`src/rtl/mem_arbiter.sv`:
```
// mem_arbiter: round-robin two-master arbiter in front of the shared Memory.
// Registered memory drive, one-cycle ack, IDLE -> ACCESS -> ACK cycle.
module mem_arbiter #(
  parameter int   ADDR_W     = 17,
  parameter logic RESET_LAST = 1'b1
) (
  input  logic                 clock,
  input  logic                 reset,
  input  logic                 req0,
  input  logic                 req1,
  input  logic [32-ADDR_W:31]  addr0,
  input  logic [32-ADDR_W:31]  addr1,
  input  logic [0:3]           wr_en0,
  input  logic [0:3]           wr_en1,
  input  logic [0:31]          wdata0,
  input  logic [0:31]          wdata1,
  output logic                 ack0,
  output logic                 ack1,
  output logic [0:31]          rdata,
  output logic                 busy,
  output logic [32-ADDR_W:31]  mem_addr,
  output logic [0:3]           mem_wr_en,
  output logic [0:31]          mem_wdata,
  input  logic [0:31]          mem_rdata
);

  typedef enum logic [1:0] {
    IDLE   = 2'd0,
    ACCESS = 2'd1,
    ACK    = 2'd2
  } state_t;

  state_t state;
  logic   last;
  logic   winner;
  logic   pick1;

  // Port 1 wins when alone, or on a tie when port 0 was served last.
  always_comb begin
    pick1 = 1'b0;
    unique case (1'b1)
      (req1 && !req0): pick1 = 1'b1;
      (req1 && req0):  pick1 = ~last;
      default:         pick1 = 1'b0;
    endcase
  end

  // Transaction sequencer with registered memory drive and ack outputs.
  always_ff @(posedge clock) begin
    if (reset) begin
      state     <= IDLE;
      last      <= RESET_LAST;
      winner    <= 1'b0;
      ack0      <= 1'b0;
      ack1      <= 1'b0;
      busy      <= 1'b0;
      rdata     <= '0;
      mem_addr  <= '0;
      mem_wr_en <= '0;
      mem_wdata <= '0;
    end else begin
      case (state)
        IDLE: begin
          if (req0 || req1) begin
            winner    <= pick1;
            last      <= pick1;
            mem_addr  <= pick1 ? addr1  : addr0;
            mem_wr_en <= pick1 ? wr_en1 : wr_en0;
            mem_wdata <= pick1 ? wdata1 : wdata0;
            busy      <= 1'b1;
            state     <= ACCESS;
          end
        end
        ACCESS: begin
          rdata     <= mem_rdata;
          mem_wr_en <= '0;
          ack0      <= ~winner;
          ack1      <= winner;
          state     <= ACK;
        end
        ACK: begin
          ack0  <= 1'b0;
          ack1  <= 1'b0;
          busy  <= 1'b0;
          state <= IDLE;
        end
        default: begin
          ack0      <= 1'b0;
          ack1      <= 1'b0;
          busy      <= 1'b0;
          mem_wr_en <= '0;
          state     <= IDLE;
        end
      endcase
    end
  end

endmodule

```
`config.mk`:
```
export PLATFORM = sky130hd
export DESIGN_NAME = mem_arbiter
export DESIGN_NICKNAME = d
export VERILOG_FILES = /design/src/rtl/mem_arbiter.sv
export SDC_FILE = /design/constraint.sdc
export NUM_CORES = 1
export LEC_CHECK = 0
export ABC_AREA = 1
export ABC_CLOCK_PERIOD_IN_PS = 2100
export BUFFER_PORTS_ARGS = -buffer_cell sky130_fd_sc_hd__buf_2
export CORE_UTILIZATION = 30
export DETAILED_ROUTE_END_ITERATION = 8
export PLACE_DENSITY_LB_ADDON = 0.2
export SKIP_LAST_GASP = 1
export SLEW_MARGIN = 20
export SYNTH_ARGS = -nofsm -noshare
export SYNTH_HDL_FRONTEND = slang
export SYNTH_SLANG_ARGS = --single-unit
```
`constraint.sdc`:
```
create_clock -name clock -period 2.1 [get_ports clock]
set_clock_uncertainty 0.2 [all_clocks]
set_input_delay 0.42 -clock clock [delete_from_list [all_inputs] [get_ports clock]]
set_output_delay 0.42 -clock clock [all_outputs]
set_load 0.01 [all_outputs]
```
==> out/metrics.yaml <==
synth_warnings: 0
cp.required_ns: 2.13
p_comb_share_pct: 20.6
r2r_cells: 7
r2r-start: "state[0]"
synth_top_area_cell: "dfxtp_1"
critPathLaunchType: "flip-flop"
cellPowerDensity_nw_per_um2: 849
worst_pin_slew_ns: 0.397
fin_ws_ns: 0.532
power_frac_seq_pct: 41.3
cap_violations: 0
drt_iter0_drc: 200
synth.top_cell.area_share_pct: 44.7
synthTopCellsByArea: "dfxtp_1 (45%), nor2_1 (20%), nand2_1 (10%), o21ai_0 (10%), inv_1 (5.7%)"
finalHoldWorstSlack_ns: 0.102
die_y_um: 119
hold_class: "in -> reg"
core_area_um2: 13300
cts.path.max_buffers: 2
final_common_cell: "buf_2"
placed_cell_area_um2: 5390
syn_area_um2: 4120
irDropWorstVdd_mv: 0.304
cts_resized: 0
port-buffer-count: 229
finalNetCount: 980
dp.cells: 1003
worstHoldStart: "mem_rdata[12]"
final_max_slew_viol_count: 0
grt_max_degree: 91
grt_first_pass_wirelength_mm: 19.0
fin_setup_tns_ns: 0
wire_per_inst_um: 11.2
clkTransAtPathRegs_ns: 0.06
grt_setup_unrepaired: "no"
syn_to_final_growth_pct: 39.1
fmax_mhz: 638
status: "completed"
ys_types: 20
grtUsageTotal_pct: 16.4
vias_per_cell: 4.28
cts-htree-levels: 3
final_cell_mix: "buf_2 (229), nor2_1 (213), nand2_1 (111), dfxtp_1 (92), o21ai_0 (82)"
finalSetupViolCount: 0
fin_crit_ns: 1.57
cts_tree: "done"
synth-seq-cells: 92
clkSinkCount: 92
grt_pass1_vias: 4046
critPathLaunch: "state[0]"
num_rows: 42
path_max_fanout: 90
root_buffer: "clkbuf_16"
p_total_mw: 4.87
avgSynthCellArea_um2: 6.59
slew_headroom_pct: 73.2
regToRegSetupSlack_ns: 0.53
pwr-share-clk_pct: 38.1
leakage_nw: 3.19
hpwl_mm: 7.98
postRouteAntennaNets: 0
cts_inserted_buffers: 9
final_layout_size_suffix_gt1_share_pct: 31.9
dieArea_um2: 14200
finalHoldViolations: 0
num_vias: 4353
p_int_mw: 3.54
diodes: 0
switching_share_pct: 27.3
ys_seq_area_share_pct: 44.7
die_x_um: 119
timing.rr.end: "mem_wdata[2]"
fin_cells: 1018
stdcell_area_um2: 5730
start_util_pct: 31.0
timing.final.crit_share_pct: 74.7
dp_slack_ns: 0.321
synth_fp_nets: 767
ios: 230
syn-instance-count: 625
critical_path_class: "reg -> reg"
hold_path_depth: 3
cts_setup_buffers: 0
arrival_ns: 1.60
cts_hold_buffers: 0
end_kind: "flip-flop"
finalWirelength_mm: 11.4
place.gp.congestion: 0.791
drc: 0
p_switching_mw: 1.33
worstSkewPairLatency_ns: 0.33
min_to: "rdata[12]"
drtPass1Iterations: 4
post-route-util_pct: 43.1
antenna_found_initial: 0
gr-total-overflow: 0
-- Yosys cell counts, drive strengths merged --
library cell / count
clkbuf: 14
buf: 23
inv: 64
nor2: 216
a21oi: 7
nand3: 14
nand2: 112
o21ai: 83
dfxtp: 92
-- worst max-delay path by stage --
stage,endpoint,slack (ns),cells past startpoint
2_1_floorplan,mem_addr[16],0.62,6
5_1_grt,mem_wdata[3],0.36,7
4_1_cts,last,0.51,7
3_3_place_gp,mem_wdata[9],0.33,8
6_report,mem_wdata[2],0.53,7
3_5_place_dp,mem_wdata[20],0.32,8
-- per-layer routing --
metal / track usage [%] / routed length, um / vias to the layer above
met5: 0 / 0 / -
met1: 21.0 / 5190 / 1869
met3: 5.56 / 1020 / 12
li1: - / - / 2320
met2: 25.4 / 5020 / 152
met4: 6.17 / 140 / 0
-- critical path, cell delays in order, from the launching register on --
cell	delay, ns
dfxtp_1	0.32
inv_2	0.11
nand2_1	0.10
nor2_4	0.13
buf_12	0.31
nand2_1	0.09
nor2_1	0.12
nor2_1	0.05
-- cells by family after synthesis --
kind of cell,Yosys count,synth area share (%)
buffers and inverters,101,11.6
AND/OR/NAND/NOR,342,32.4
flip-flops,92,44.7
AO/OA/AOI/OAI,90,11.3
-- sequential cells by signal, indices dropped and copies added (netlist names) --
register	cells
busy	1
mem_addr	17
ack1	1
mem_wdata	32
ack0	1
last	1
mem_wr_en	4
rdata	32
winner	1
state	2
-- cell type report --
type / instances / area [um2]
sequential: 92 / 1840
clock inverter: 5 / 100
multi-input combinational: 432 / 1800
tap: 176 / 220
fill: 1447 / 7570
inverter: 64 / 243
timing repair buffer: 239 / 1280
clock buffer: 10 / 239
-- power by group through the flow --
stage	clock (mW)	sequential, mW	combinational, mW
2_1_floorplan	0	2.13	0.522
3_3_place_gp	0	2.05	1.01
3_5_place_dp	0	2.05	1.01
4_1_cts	1.93	2.01	1.02
5_1_grt	1.99	2.03	1.14
6_report	1.85	2.01	1.00
(Power assumes the default switching activity.)
